<file path="config.mk">
export PLATFORM = sky130hd
export DESIGN_NAME = sram_bus_arbiter
export DESIGN_NICKNAME = d
export VERILOG_FILES = /design/src/rtl/sram_bus_arbiter.sv
export SDC_FILE = /design/constraint.sdc
export NUM_CORES = 1
export LEC_CHECK = 0
export ABC_AREA = 0
export BUFFER_PORTS_ARGS = -buffer_cell sky130_fd_sc_hd__buf_2
export CAP_MARGIN = 20
export CORE_ASPECT_RATIO = 1.5
export CORE_MARGIN = 8
export CORE_UTILIZATION = 42
export CTS_CLUSTER_DIAMETER = 50
export DETAILED_ROUTE_END_ITERATION = 7
export PLACE_DENSITY = 0.76
export SETUP_SLACK_MARGIN = 0.2
export SYNTH_ARGS = -nofsm -noshare
export SYNTH_HDL_FRONTEND = slang
export SYNTH_SLANG_ARGS = --single-unit
</file>
<file path="constraint.sdc">
create_clock -name clk -period 1.6 [get_ports clk]
set_input_delay 0.16 -clock clk [delete_from_list [all_inputs] [get_ports clk]]
set_output_delay 0.16 -clock clk [all_outputs]
set_load 0.02 [all_outputs]
</file>
<file path="src/rtl/sram_bus_arbiter.sv">
// Shares one single-port asynchronous 16-bit SRAM between instruction fetch
// (IF) and load/store (MEM). Only one access runs at a time. An access is
// started only from IDLE, and MEM has priority over IF. The SRAM strobes,
// the address/data latches and the result pulses are all registered. The
// stall outputs are combinational so the hazard unit can freeze the
// pipeline in the same cycle a request appears.
module sram_bus_arbiter #(
  parameter int ADDR_W  = 18,  // SRAM address width; request address is zero-extended
  parameter int RD_WAIT = 1,   // cycles with oe_n low before read data is sampled (>=1)
  parameter int WR_WAIT = 1    // cycles with we_n held low (>=1)
) (
  input  logic              clk,
  input  logic              rst,        // synchronous, active-low
  // Instruction fetch port
  input  logic              if_req,
  input  logic [15:0]       if_addr,
  output logic [15:0]       if_rdata,
  output logic              if_valid,
  // Load/store port
  input  logic              mem_read,
  input  logic              mem_write,
  input  logic [15:0]       mem_addr,
  input  logic [15:0]       mem_wdata,
  output logic [15:0]       mem_rdata,
  output logic              mem_done,
  // Pipeline control
  output logic              stall_if,
  output logic              stall_mem,
  output logic              busy,
  // SRAM side
  output logic [ADDR_W-1:0] sram_addr,
  output logic [15:0]       sram_dout,
  input  logic [15:0]       sram_din,
  output logic              sram_dq_oe,
  output logic              sram_ce_n,
  output logic              sram_oe_n,
  output logic              sram_we_n
);

  typedef enum logic [2:0] {
    IDLE,
    RD,
    WR_SETUP,
    WR_PULSE,
    WR_HOLD
  } state_t;

  // The wait counter must count up to the longer of the two wait phases.
  localparam int MAX_WAIT = (RD_WAIT > WR_WAIT) ? RD_WAIT : WR_WAIT;
  localparam int CNT_W    = $clog2(MAX_WAIT + 1);

  localparam logic [CNT_W-1:0] RD_LAST = CNT_W'(RD_WAIT - 1);
  localparam logic [CNT_W-1:0] WR_LAST = CNT_W'(WR_WAIT - 1);

  state_t           state;
  state_t           state_next;
  logic [CNT_W-1:0] cnt;
  logic [CNT_W-1:0] cnt_next;

  // Which port owns the access in flight (1 = MEM, 0 = IF).
  logic             serve_mem;

  // Decisions made in IDLE and at the end of an access.
  logic             want_mem;
  logic             want_if;
  logic             accept_mem;
  logic             accept_if;
  logic             rd_finish;
  logic             wr_finish;

  // Next values of the registered SRAM strobes.
  logic             ce_n_next;
  logic             oe_n_next;
  logic             we_n_next;
  logic             dq_oe_next;

  // A port whose completion pulse is high this cycle consumes its result
  // on this edge, so it is not re-accepted at the same edge.
  assign stall_if  = if_req & ~if_valid;
  assign stall_mem = (mem_read | mem_write) & ~mem_done;

  // Next-state logic: pick a requester in IDLE, time the read/write phases.
  always_comb begin
    // NOTE: every signal gets a default first so that no path through the
    // case statement leaves one unassigned (which would infer a latch).
    state_next = state;
    accept_mem = 1'b0;
    accept_if  = 1'b0;
    rd_finish  = 1'b0;
    wr_finish  = 1'b0;
    want_mem   = (mem_read | mem_write) & ~mem_done;
    want_if    = if_req & ~if_valid;

    case (state)
      IDLE: begin
        if (want_mem) begin
          accept_mem = 1'b1;
          // A simultaneous read+write request is treated as a write.
          state_next = mem_write ? WR_SETUP : RD;
        end else if (want_if) begin
          accept_if  = 1'b1;
          state_next = RD;
        end
      end
      RD: begin
        if (cnt == RD_LAST) begin
          rd_finish  = 1'b1;
          state_next = IDLE;
        end
      end
      WR_SETUP: begin
        state_next = WR_PULSE;
      end
      WR_PULSE: begin
        if (cnt == WR_LAST) begin
          state_next = WR_HOLD;
        end
      end
      WR_HOLD: begin
        wr_finish  = 1'b1;
        state_next = IDLE;
      end
      default: begin
        state_next = IDLE;
      end
    endcase

    // The counter restarts from zero on every state entry and rests at zero in IDLE.
    if ((state_next != state) || (state_next == IDLE)) begin
      cnt_next = '0;
    end else begin
      cnt_next = cnt + CNT_W'(1);
    end

    // Strobes follow the state being entered, so they are glitch-free registers.
    ce_n_next  = (state_next == IDLE);
    oe_n_next  = (state_next != RD);
    we_n_next  = (state_next != WR_PULSE);
    dq_oe_next = (state_next == WR_SETUP) || (state_next == WR_PULSE) ||
                 (state_next == WR_HOLD);
  end

  // State register and wait counter.
  always_ff @(posedge clk) begin
    // NOTE: sequential state uses non-blocking assignments so every register
    // updates from values sampled before the edge, independent of block order.
    if (!rst) begin
      state <= IDLE;
      cnt   <= '0;
    end else begin
      state <= state_next;
      cnt   <= cnt_next;
    end
  end

  // Latch owner, address and write data at acceptance; they stay stable for the whole access.
  always_ff @(posedge clk) begin
    if (!rst) begin
      serve_mem <= 1'b0;
      sram_addr <= '0;
      sram_dout <= '0;
    end else if (accept_mem) begin
      serve_mem <= 1'b1;
      sram_addr <= ADDR_W'(mem_addr);
      if (mem_write) begin
        sram_dout <= mem_wdata;
      end
    end else if (accept_if) begin
      serve_mem <= 1'b0;
      sram_addr <= ADDR_W'(if_addr);
    end
  end

  // Registered SRAM strobes; reset deasserts them at once, aborting any access.
  always_ff @(posedge clk) begin
    if (!rst) begin
      sram_ce_n  <= 1'b1;
      sram_oe_n  <= 1'b1;
      sram_we_n  <= 1'b1;
      sram_dq_oe <= 1'b0;
      busy       <= 1'b0;
    end else begin
      sram_ce_n  <= ce_n_next;
      sram_oe_n  <= oe_n_next;
      sram_we_n  <= we_n_next;
      sram_dq_oe <= dq_oe_next;
      busy       <= (state_next != IDLE);
    end
  end

  // Capture read data and issue one-cycle completion pulses; rdata holds between accesses.
  always_ff @(posedge clk) begin
    if (!rst) begin
      if_rdata  <= '0;
      mem_rdata <= '0;
      if_valid  <= 1'b0;
      mem_done  <= 1'b0;
    end else begin
      if_valid <= rd_finish & ~serve_mem;
      mem_done <= (rd_finish & serve_mem) | wr_finish;
      if (rd_finish) begin
        if (serve_mem) begin
          mem_rdata <= sram_din;
        end else begin
          if_rdata <= sram_din;
        end
      end
    end
  end

endmodule

</file>
## Yosys cells after proc, flatten, opt, wreduce, memory -nomap -nowiden

Index checks and enable logic that the tools add are counted.
W data, S select, Z words.

| storage, ports and cells | value |
|---|---|
| register bits | 76 |
| bits of input ports | 69 |
| output and inout bits | 75 |
| word-level logic and storage cells | 64 |

| operators by class | value |
|---|---|
| add/subtract/negate cells | 1 |
| equal/unequal tests | 10 |
| multiplexer cells | 18 |
| bitwise logic cells | 10 |
| reduce and logical (&&, ||, !) cells | 11 |

Operator list:

| kind | number |
|---|---|
| $mux W16 | 2 |
| $eq A3 B2 Y1 const B | 4 |
| $mux W3 | 4 |
| $pmux W3 S4 | 1 |
| $mux W1 | 10 |
| $eq A3 B3 Y1 const B | 2 |
| $logic_not A3 Y1 | 2 |
| $reduce_and A2 Y1 | 3 |
| $and A1 B1 Y1 | 4 |
| $not A1 Y1 | 4 |
| $eq A3 B1 Y1 const B | 1 |
| $logic_or A1 B1 Y1 | 3 |
| $ne A3 B1 Y1 const B | 1 |
| $ne A3 B2 Y1 const B | 1 |
| $ne A3 B3 Y1 | 1 |
| $reduce_bool A3 Y1 | 1 |
| $mux W2 | 1 |
| $or A1 B1 Y1 | 2 |
| $reduce_bool A2 Y1 | 1 |
| $reduce_or A2 Y1 | 1 |
| $add A1 B1 Y1 const B | 1 |

## Logic depth before layout (Yosys ltp)

Gate-level depths: netlist of run 1.

| logic depth | value |
|---|---|
| word-level depth | 8 |
| depth in mapped cells | 7 |
| mapped depth without buffers | 5 |

## Worst setup path after synthesis of run 1

Ideal clock, no wire load.

| timing path | value |
|---|---|
| kind | register to register |
| start point | register if_valid |
| end point | register sram_addr[10] |
| library setup time | 0.133 ns |
| arrival time | 1.508 ns |
| required time | 1.467 ns |
| path slack | -0.041 ns |
| stages on the path, launching flop included | 7 |
| path buffers | 2 |
| clock period less this slack | 1.641 ns |
| path through | dfxtp_1 nor2b_1 and2_1 buf_6 buf_8 mux2i_1 a21oi_1 |

| on the way | value |
|---|---|
| longest elaborated chain between the ends | 6 |

Ends and longest elaborated chain:

| what | line | RTL |
|---|---|---|
| start, declared | 18 | `output logic if_valid,` |
| start signal, assigned | 199 | `if_valid <= rd_finish & ~serve_mem;` |
| $not A1 Y1 | -- |  |
| $and A1 B1 Y1 | -- |  |
| named net stall_if | 27 | `output logic stall_if,` |
| $mux W1 | 100 | `end else if (want_if) begin` |
| $mux W1 | 96 | `if (want_mem) begin` |
| $mux W1 | 94 | `case (state)` |
| $reduce_bool A2 Y1 (no source line) | -- |  |
| end signal, assigned | 164 | `sram_addr <= ADDR_W'(mem_addr);` |
| end signal, assigned | 170 | `sram_addr <= ADDR_W'(if_addr);` |
| end, declared | 31 | `output logic [ADDR_W-1:0] sram_addr,` |

The timed path passes the listed nets, and every way through them passes these cells.
A chain may end at the register's enable or synchronous reset.

## Worst setup path in the final report of run 1

| timing path | value |
|---|---|
| start point | register state[2] |
| end point | register mem_rdata[4] |

| on the way | value |
|---|---|
| longest elaborated chain between the ends | 3 |

Ends and longest elaborated chain:

| what | line | RTL |
|---|---|---|
| start, declared | 55 | `state_t state;` |
| start signal, assigned | 151 | `state <= state_next;` |
| $eq A3 B1 Y1 | 94 |  |
| $mux W1 | 94 |  |
| $reduce_and A2 Y1 (no source line) | -- |  |
| end signal, assigned | 203 | `mem_rdata <= sram_din;` |
| end, declared | 24 | `output logic [15:0] mem_rdata,` |

No other way between the ends.

==> results of run 1 <==
==> worst paths after layout <==
kind                                     from       endpoint  slack (ps)  cells after the start
worst max register to register       state[2]   mem_rdata[4]         180                      4
worst min-delay path            mem_wdata[13]  sram_dout[13]          50                      3
worst max-delay path                 state[2]   mem_rdata[4]         180                      4
worst min register to register    if_rdata[4]    if_rdata[4]         450                      2
==> cell families after synthesis <==
family | Yosys count | synth area share (%)
other | 1 | 0.120
muxes | 14 | 4.48
AOI/OAI and AO/OA | 91 | 20.8
DFF | 76 | 48.6
and+or+nand+nor | 127 | 19.8
buffers and inverters | 28 | 6.19
==> final cells by class <==
cell class	count	area (um^2)
Fill cell	660	2830
Multi-Input combinational cell	237	1570
Sequential cell	76	1540
Timing Repair Buffer	166	1010
Clock buffer	12	135
Tap cell	100	125
Clock inverter	3	15.0
Inverter	2	7.51
==> sequential cells by signal (all words and copies together), names as in the netlist, 3 cells and up <==
signal and cells:
if_rdata 16, mem_rdata 16, sram_addr 16, sram_dout 16, state 3
==> worst max-delay path, delay by kind of cell (launching register included) <==
kind,cells,cell delay (ps)
compound gates,1,50
buf+inv,1,120
flops,1,380
simple gates,2,770
==> cells in the mapped netlist <==
cell,n
nand2_1,93
dfxtp_1,76
a21boi_0,38
a21oi_1,17
o21ai_0,15
mux2i_1,14
clkbuf_1,11
a21boi_2,9
nand2_2,8
buf_6,6
buf_2,4
nand2b_1,4
nor2_1,4
a21boi_1,3
and2_1,3
buf_4,3
a32oi_1,2
inv_1,2
nand3_1,2
nor2b_1,2
nor3_1,2
o211ai_1,2
a21boi_4,1
a21o_1,1
a31o_2,1
a31oi_1,1
buf_12,1
buf_8,1
conb_1,1
nand2_4,1
nand2b_4,1
nor2_4,1
nor3_4,1
nor4_4,1
nor4b_4,1
o21bai_1,1
or3_4,1
or4_1,1
or4b_4,1
==> repair_timing <==
item | 4_1_cts | 5_1_grt
pin swaps | 9 | 33
endpoints found under the hold margin | 0 | 0
setup buffers | 2 | 9
setup endpoints to repair | 65 | 68
resized for setup | 11 | 63
cloned | 2 | 3
==> where the power goes <==
| group | switching, mW | internal, mW |
|---|---|---|
| sequential | 0.0977 | 2.06 |
| combinational | 0.685 | 0.540 |
| clock | 0.638 | 0.548 |
==> metal layers <==
| layer | up-vias | GRT usage [%] | routed length, um |
|---|---|---|---|
| li1 | 1433 | - | - |
| met1 | 1337 | 17.4 | 3590 |
| met2 | 113 | 27.6 | 4610 |
| met3 | 18 | 5.53 | 702 |
| met4 | 0 | 9.74 | 241 |
| met5 | - | 0 | 0 |
==> cell usage in the layout, fill, tap and decap left out, drive strengths merged, types with 3 or more instances in the layout <==
cell and n:
clkbuf 14, buf 164, nand2b 5, or4b 3, and2 3, o21ai 15, a21boi 51, mux2i 14
nor3 3, conb 3, dfxtp 76, a21oi 17, nand2 102, nor2 5, clkinv 3
==> summary.txt, run 1 <==
Worst setup path
  • CP Max Fanout: 8
  • Arrival @ worst endpoint: around 1700 ps
  • CP cell instances: buf_6, or4b_4, nand2_2, a21boi_2
  • Worst EP required: 1840 ps
  • Slowest Stage Delay on Critical Path: 650 ps
  • CP max-delay cell: or4b_4
  • Startpoint types: flip-flop
  • Setup CP Type: reg -> reg
  • Crit end category: flip-flop

Power and ir drop
  • PwrDens: ~1000 nW/um^2
  • Lkg Pwr: approximately 2 nW
  • Pwr Total: between 4 and 5 mW
  • Peak supply drop: slightly above 0.6 mV

Timing
  • Fin crit period: between 1000 and 1500 ps
  • RSZ-0062 raised after global routing: true
  • Final setup margin: ~180 ps
  • Slew Viols, Final: 0
  • Clock Skews: 6.62 ps
  • Max Freq: roughly 700 MHz
  • Final period util: 88.8%
  • WHS: 49.9 ps
  • Hold Fails Final Rpt: 0
  • Total negative setup slack: 0 ps
  • Final setup violation count: 0

Place
  • GPL Wtd Cong: a little over 0.8
  • DP Wirelength: between 6 and 7 mm
  • Post-DP Area: between 3000 and 4000 um^2
  • PortBufs: 141
  • Placed Cells: 565
  • Placement Setup Slack: 80.7 ps

Worst hold path
  • Hold Path Class: in -> reg

Clock network
  • CTS Hold Bufs: 0
  • Num CTS Buffers: 9
  • H-tree depth: 3
  • CTS Sinks: 76
  • CTS root buf: clkbuf_8
  • Worst-Skew Late Latency: approximately 340 ps
  • Maximum root-to-sink buffer count: 2
  • TritonCTS clock tree: built
  • Clock transition at path regs: ~70 ps

Cells and area
  • Synthesis-to-finish area growth: 40.6%
  • Final std cells w/o fill: 596
  • Util after Layout: 60.9%
  • Layout Nets: between 500 and 600
  • Share of layout cells above drive strength 1: a little under half
  • # diodes: 0
  • Final instance area: approximately 4400 um^2

Drt
  • Final ANT Viol Nets: 0
  • Final WL: between 9 and 10 mm
  • Drt initial violations: between 70 and 80
  • Vias: roughly 2,900
  • Wire per inst: roughly 15 um
  • Drt drc: 0
  • Detailed Routing Iterations Pass 1: 4
  • Vias per cell: between 4 and 5

Synth
  • Mean post-synth cell area: 9.29 um^2
  • Synth area leader: dfxtp_1
  • Netlist cell types: 39
  • Area contributors post-synth: dfxtp_1 (49%), nand2_1 (11%), a21boi_0 (9.1%)
  • Syn Inst Count: roughly 340
  • Register area share after synthesis: between 40% and 50%
  • YS warnings: 0
  • Yosys top cell area share: between 40 and 50%
  • Post-Syn Area: between 3000 and 4000 um^2
  • Synthesized flop and latch total: 76

Global routing
  • Vias in the first global route: between 2,000 and 3,000
  • Antenna violations before repair: 0
  • Total grt overflow: 0
  • First-pass GRT wire length: approximately 14 mm
  • GRT Util Overall: about 16%
  • Largest net degree at the start of global routing: 43

Floorplan
  • Die X: 86.5 um
  • Core ar.: between 7000 and 8000 um^2
  • Site Rows: 38
  • Starting Density: ~43%
  • Die ar.: between 10,000 and 15,000 um^2
  • Die Y: between 100 and 150 um
  • I/O pin cnt: between 100 and 150

Run status
  • Status: finished, final reports clean

Job
  • Max-Cap Viols: 0
Note: power is estimated with default switching activity, not from simulation.
==> run 2: changes to the inputs <==
--- a/config.mk
+++ b/config.mk
@@ -10,5 +10,4 @@
 export CAP_MARGIN = 20
 export CORE_ASPECT_RATIO = 1.5
-export CORE_MARGIN = 8
 export CORE_UTILIZATION = 42
 export CTS_CLUSTER_DIAMETER = 50
==> constraint.sdc (replaced) <==
create_clock -name clk -period 1.6 [get_ports clk]
set_input_delay 0.16 -clock clk [delete_from_list [all_inputs] [get_ports clk]]
set_output_delay 0.16 -clock clk [all_outputs]
set_load 0.01 [all_outputs]
==> run 2 against run 1 <==
  * Power decreased by 1.4%
  * Utilization decreased by 1.3 points
  * Critical endpoint is now mem_rdata[9]
  * Setup slack got worse by 1.3 ps
  * Critical path depth did not move
  * Critical path type unchanged
  * Wire length is 13% lower
  * Register-to-register slack hardly changed
  * Count of clock-buffer cells in the layout rose by 3
  * Sequential cell count unchanged
  * Maximum frequency about the same
  * Final cell count fell by 0.84%
  * Combinational power decreased by 19%
  * Largest power group unchanged
==> summary.txt, run 2 (synthesized netlist as in run 1, its figures left out) <==
Run status
  • Status: finished, final reports clean

Worst setup path
  • Worst Setup SP: state[2]
  • Arrival @ worst endpoint: 1660 ps (about the same)
  • Startpoint types: flip-flop
  • Worst EP required: 1840 ps (about the same)
  • Crit end category: flip-flop
  • FF-to-FF End: mem_rdata[9]
  • RR Startpoint: state[2]
  • R2r setup slk: 180 ps (about the same)
  • R2R depth: 4 (unchanged)
  • CP Max Fanout: 8 (unchanged)
  • Setup CP Type: reg -> reg

Global routing
  • Largest net degree at the start of global routing: 31 (-28%)
  • Antenna violations before repair: 0 (unchanged)
  • Vias in the first global route: 2,697 (-6.4%)
  • First-pass GRT wire length: 11.9 mm (-13%)
  • Total grt overflow: 0 (unchanged)
  • GRT Util Overall: 19.8% (+3.4 points)

Worst hold path
  • Worst min-delay path startpoint: mem_wdata[11]
  • Hold EP: sram_dout[11]
  • Hold Path Class: in -> reg
  • Worst Hold Path Cells: 3 (unchanged)

Floorplan
  • Die ar.: 7810 um^2 (-26%)
  • Die X: 72.5 um (-16%)
  • Site Rows: 38 (unchanged)
  • Starting Density: 43.3% (unchanged)
  • I/O pin cnt: 144 (unchanged)
  • Core ar.: 7230 um^2 (unchanged)
  • Die Y: 108 um (-12%)

Drt
  • Final ANT Viol Nets: 0 (unchanged)
  • Drt drc: 0 (unchanged)
  • Vias: 2,832 (-2.4%)
  • Vias per cell: 4.79 (-1.6%)
  • Drt initial violations: 135 (+73%)
  • Final WL: 7.93 mm (-13%)
  • Detailed Routing Iterations Pass 1: 4 (unchanged)
  • Wire per inst: 13.4 um (-13%)

Timing
  • RSZ-0062 raised after global routing: true
  • Total negative setup slack: 0 ps (unchanged)
  • Fin crit period: 1420 ps (+1.33 ps)
  • Final setup violation count: 0 (unchanged)
  • Max Freq: 703 MHz (about the same)
  • Slew Viols, Final: 0 (unchanged)
  • Final period util: 88.9% (about the same)
  • Clock Skews: 6.05 ps (-0.576 ps)
  • Hold Fails Final Rpt: 0 (unchanged)
  • WHS: 57.7 ps (+7.77 ps)

Place
  • DP Wirelength: 5.44 mm (-14%)
  • GPL Wtd Cong: 0.718 (-13%)
  • PortBufs: 141 (unchanged)

Cells and area
  • Synthesis-to-finish area growth: 37.5%
  • FILL cells: 698 (+5.8%)
  • Share of layout cells above drive strength 1: 45.6% (-1.8 points)
  • # diodes: 0 (unchanged)
  • Most common cell after layout, fill and taps aside: buf_2
  • Layout Nets: 555 (-1.1%)
  • Commonest cells after routing, fill and taps aside: buf_2 (141), nand2_1 (87), dfxtp_1 (71), a21boi_0 (24), a21oi_1 (16)

Clock network
  • CTS Sinks: 76 (unchanged)
  • Clock transition at path regs: 70 ps (about the same)
  • Num CTS Buffers: 9 (unchanged)
  • Maximum root-to-sink buffer count: 2 (unchanged)
  • Worst-Skew Late Latency: 340 ps (about the same)
  • TritonCTS clock tree: built
  • H-tree depth: 3 (unchanged)
  • CTS root buf: clkbuf_8

Power and ir drop
  • PwrDens: 1040 nW/um^2 (+0.73%)
  • Lkg Pwr: 1.91 nW (-3.7%)
  • Peak supply drop: 0.634 mV (+4.0%)

Job
  • Max-Cap Viols: 0 (unchanged)
==> run 2: cell count changes in the layout (fill, tap and decap cells not counted), moves of 3 or more <==
cell	before	now
a21boi_0	13	24
a21boi_1	24	12
buf_4	13	10
clkbuf_8	9	12
nand2_4	7	4
nand2_1	84	87
==> run 2: power breakdown <==
group          internal [mW]  total (mW)  switching [mW]
Clock                  0.691        1.34           0.647
Combinational          0.485       0.998           0.514
Sequential              2.06        2.16           0.106
Total                   3.23        4.50            1.27
==> run 2: worst max-delay path by stage <==
stage	end	slack (ps)	cells after the start
5_1_grt	sram_dout[3]	130	5
3_5_place_dp	sram_dout[2]	50	4
3_3_place_gp	mem_rdata[14]	110	4
6_report	mem_rdata[9]	180	4
4_1_cts	sram_dout[8]	170	5
2_1_floorplan	mem_rdata[10]	100	7
==> run 2: stage by stage <==
stage	setup slack (ps)	instance area, um^2	utilization [%]	cells	total power [mW]
6_report	178	4310	59.6	591	4.50
2_1_floorplan	102	3150	-	339	2.75
5_1_grt	133	4310	59.6	591	4.73
3_3_place_gp	107	3900	54.0	564	3.06
4_1_cts	172	4170	57.7	585	4.47
3_5_place_dp	45.6	3900	54.0	564	3.08
==> run 2: what timing repair did <==
item / in CTS / in global routing
gates cloned: 2 / 3
hold buffers: 0 / 0
gates resized for setup: 14 / 34
buffers inserted: 3 / 3
pin swaps: 10 / 21
setup endpoints to repair: 68 / 67
==> run 2: worst max-delay path, stage by stage, from the launching register on <==
cell and delay [ps]:
dfxtp_4 380, buf_6 120, or4b_4 650, nand2_2 110, a21boi_2 50
==> run 2: layer usage <==
layer  vias up  global-route usage, %  part of all wire (%)
li1       1424                      -                     -
met4         0                   9.24                   1.2
met1      1296                   20.0                    39
met5         -                      0                     0
met3         9                   5.34                   5.5
met2       103                   36.6                    54
==> run 2: final cells by class <==
class / instances / area, um^2 / share of cell area [%]
multi-input cells: 237 / 1520 / 35.2
well taps: 100 / 125 / 2.91
flip-flops and latches: 76 / 1540 / 35.7
repair buffers: 160 / 940 / 21.8
inverters: 2 / 7.51 / 0.174
clock inverters: 1 / 5.00 / 0.116
clock buffers: 15 / 176 / 4.10
==> run 3: changes to the inputs <==
- CORE_UTILIZATION: 42 -> 46
- PLACE_DENSITY: 0.76 -> 0.79
- clock period: 1.6 -> 1.4 ns (I/O delays scaled with it)
==> run 3 against run 2 <==
  * The flow now finishes with violations (negative setup slack)
  * Sequential power increased by 14%
  * Global-route usage rose by 1.1 points
  * Combinational power increased by 40%
  * First-iteration DRC count is 44% higher
  * Critical path depth up 3
  * Clock power increased by 29%
  * Utilization up 13 points
  * Die area down 8.5%
  * Maximum frequency increased by 0.16%
  * Critical endpoint is now mem_rdata[14]
  * Largest cell class is now multi-input gates
==> summary.txt, run 3 (synthesized netlist as in run 1, its figures left out) <==
Global routing
  • Largest net degree at the start of global routing: 34 (+9.7%)
  • Total grt overflow: 0 (unchanged)
  • GRT Util Overall: 20.9% (+1.1 points)
  • Vias in the first global route: 2,728 (+1.1%)
  • First-pass GRT wire length: 11.9 mm (about the same)
  • Antenna violations before repair: 0 (unchanged)

Worst setup path
  • Worst EP required: 1660 ps (-180 ps)
  • Setup CP Type: reg -> reg
  • CP Max Fanout: 8 (unchanged)
  • Arrival @ worst endpoint: 1680 ps (+20 ps)
  • Crit end category: flip-flop
  • Startpoint types: flip-flop

Cells and area
  • FILL cells: 476 (-32%)
  • Commonest cells after routing, fill and taps aside: buf_2 (139), dfxtp_1 (69), nand2_1 (62), a21boi_1 (32), nand2_2 (27)
  • Share of layout cells above drive strength 1: 55.9% (+10 points)
  • # diodes: 0 (unchanged)
  • Most common cell after layout, fill and taps aside: buf_2
  • Synthesis-to-finish area growth: 51.7%
  • Register area: 1540 um^2 (+0.33%)
  • Multi-input logic area: 1690 um^2 (+12%)
  • Layout Nets: 572 (+3.1%)

Clock network
  • CTS root buf: clkbuf_8
  • Maximum root-to-sink buffer count: 2 (unchanged)
  • H-tree depth: 3 (unchanged)
  • CTS Hold Bufs: 0 (unchanged)
  • CTS Sinks: 76 (unchanged)
  • Num CTS Buffers: 9 (unchanged)
  • TritonCTS clock tree: built
  • Worst-Skew Late Latency: 340 ps (about the same)
  • Clock transition at path regs: 80 ps (about the same)

Drt
  • Final WL: 8.53 mm (+7.6%)
  • Drt drc: 0 (unchanged)
  • Drt initial violations: 195 (+44%)
  • Wire per inst: 14.6 um (+8.9%)
  • Final ANT Viol Nets: 0 (unchanged)
  • Vias per cell: 5.10 (+6.3%)
  • Detailed Routing Iterations Pass 1: 4 (unchanged)
  • Vias: 2,976 (+5.1%)

Timing
  • Fin crit period: 1420 ps (-2.24 ps)
  • Slew Viols, Final: 0 (unchanged)
  • Final period util: 101% (+13 points)
  • Hold Fails Final Rpt: 0 (unchanged)
  • Final setup margin: -20.0 ps (-198 ps)
  • Clock Skews: 9.32 ps (+3.27 ps)
  • Final setup violation count: 9 (+9)
  • RSZ-0062 raised after global routing: true
  • Total negative setup slack: -107 ps (-107 ps)
  • Max Freq: 704 MHz (+0.16%)

Floorplan
  • Site Rows: 36 (-5.3%)
  • Die ar.: 7150 um^2 (-8.5%)
  • Starting Density: 47.9% (+4.6 points)
  • Die Y: 103 um (-4.4%)
  • I/O pin cnt: 144 (unchanged)
  • Die X: 69.4 um (-4.3%)
  • Core ar.: 6530 um^2 (-9.6%)

Run status
  • Failing checks: negative setup slack
  • Status: complete, but fails checks

Place
  • DP Wirelength: 5.36 mm (-1.6%)
  • PortBufs: 141 (unchanged)
  • GPL Wtd Cong: 0.780 (+8.7%)

Power and ir drop
  • Lkg Pwr: 2.15 nW (+12%)
  • Peak supply drop: 1.08 mV (+71%)
  • Pwr Total: 5.59 mW (+24%)
  • PwrDens: 1180 nW/um^2 (+13%)

Job
  • Max-Cap Viols: 0 (unchanged)

Worst hold path
  • Hold Path Class: in -> reg
-- run 3: layout make-up --
| class | instances | area share (%) |
|---|---|---|
| inverters | 2 | 0.211 |
| well taps | 76 | 2.00 |
| multi-input cells | 237 | 35.6 |
| flip-flops and latches | 76 | 32.4 |
| repair buffers | 177 | 25.3 |
| clock buffers | 11 | 3.19 |
| clock inverters | 5 | 1.24 |
-- run 3: per-stage QoR --
step           worst slack (ps)  instances  utilization (%)  instance area (um^2)  hold slack [ps]
2_1_floorplan             -98.0        339                -                  3160              275
3_3_place_gp              -1.36        550             61.1                  3990              381
3_5_place_dp              -39.1        550             61.1                  3990              387
4_1_cts                    30.3        572             66.3                  4330             9.60
5_1_grt                   -88.9        584             72.7                  4750             11.6
6_report                  -20.0        584             72.7                  4750             27.7
-- run 3: worst max-delay path, stage by stage, from the launching register on --
cell and delay, ps:
dfxtp_2 320, nand2b_4 170, buf_6 140, nor4b_4 230, buf_4 170, buf_12 120, nand2_1 60, a21boi_1 150
-- run 3: report_power, final --
part | internal [mW] | leakage, nW | switching [mW]
clock | 0.924 | 0.102 | 0.809
combinational | 0.712 | 1.42 | 0.684
sequential | 2.35 | 0.625 | 0.114
-- run 3: repair_timing --
| action | 4_1_cts | 5_1_grt |
|---|---|---|
| pin swaps | 13 | 30 |
| resized for setup | 26 | 91 |
| buffers inserted | 4 | 7 |
| cloned | 2 | 5 |
| setup endpoints to repair | 75 | 74 |
-- run 3: final timing paths --
| path | start | to | slack [ps] | cells past startpoint |
|---|---|---|---|---|
| max reg2reg | cnt | mem_rdata[14] | -20 | 7 |
| max | cnt | mem_rdata[14] | -20 | 7 |
| min | mem_wdata[11] | sram_dout[11] | 30 | 3 |
| min reg2reg | sram_dout[1] | sram_dout[1] | 460 | 2 |
-- run 3: per-layer routing --
layer | GRT usage [%] | wire length [um]
met4 | 8.63 | 153
met3 | 5.08 | 492
met5 | 0 | 0
met1 | 22.8 | 3210
met2 | 38.8 | 4670
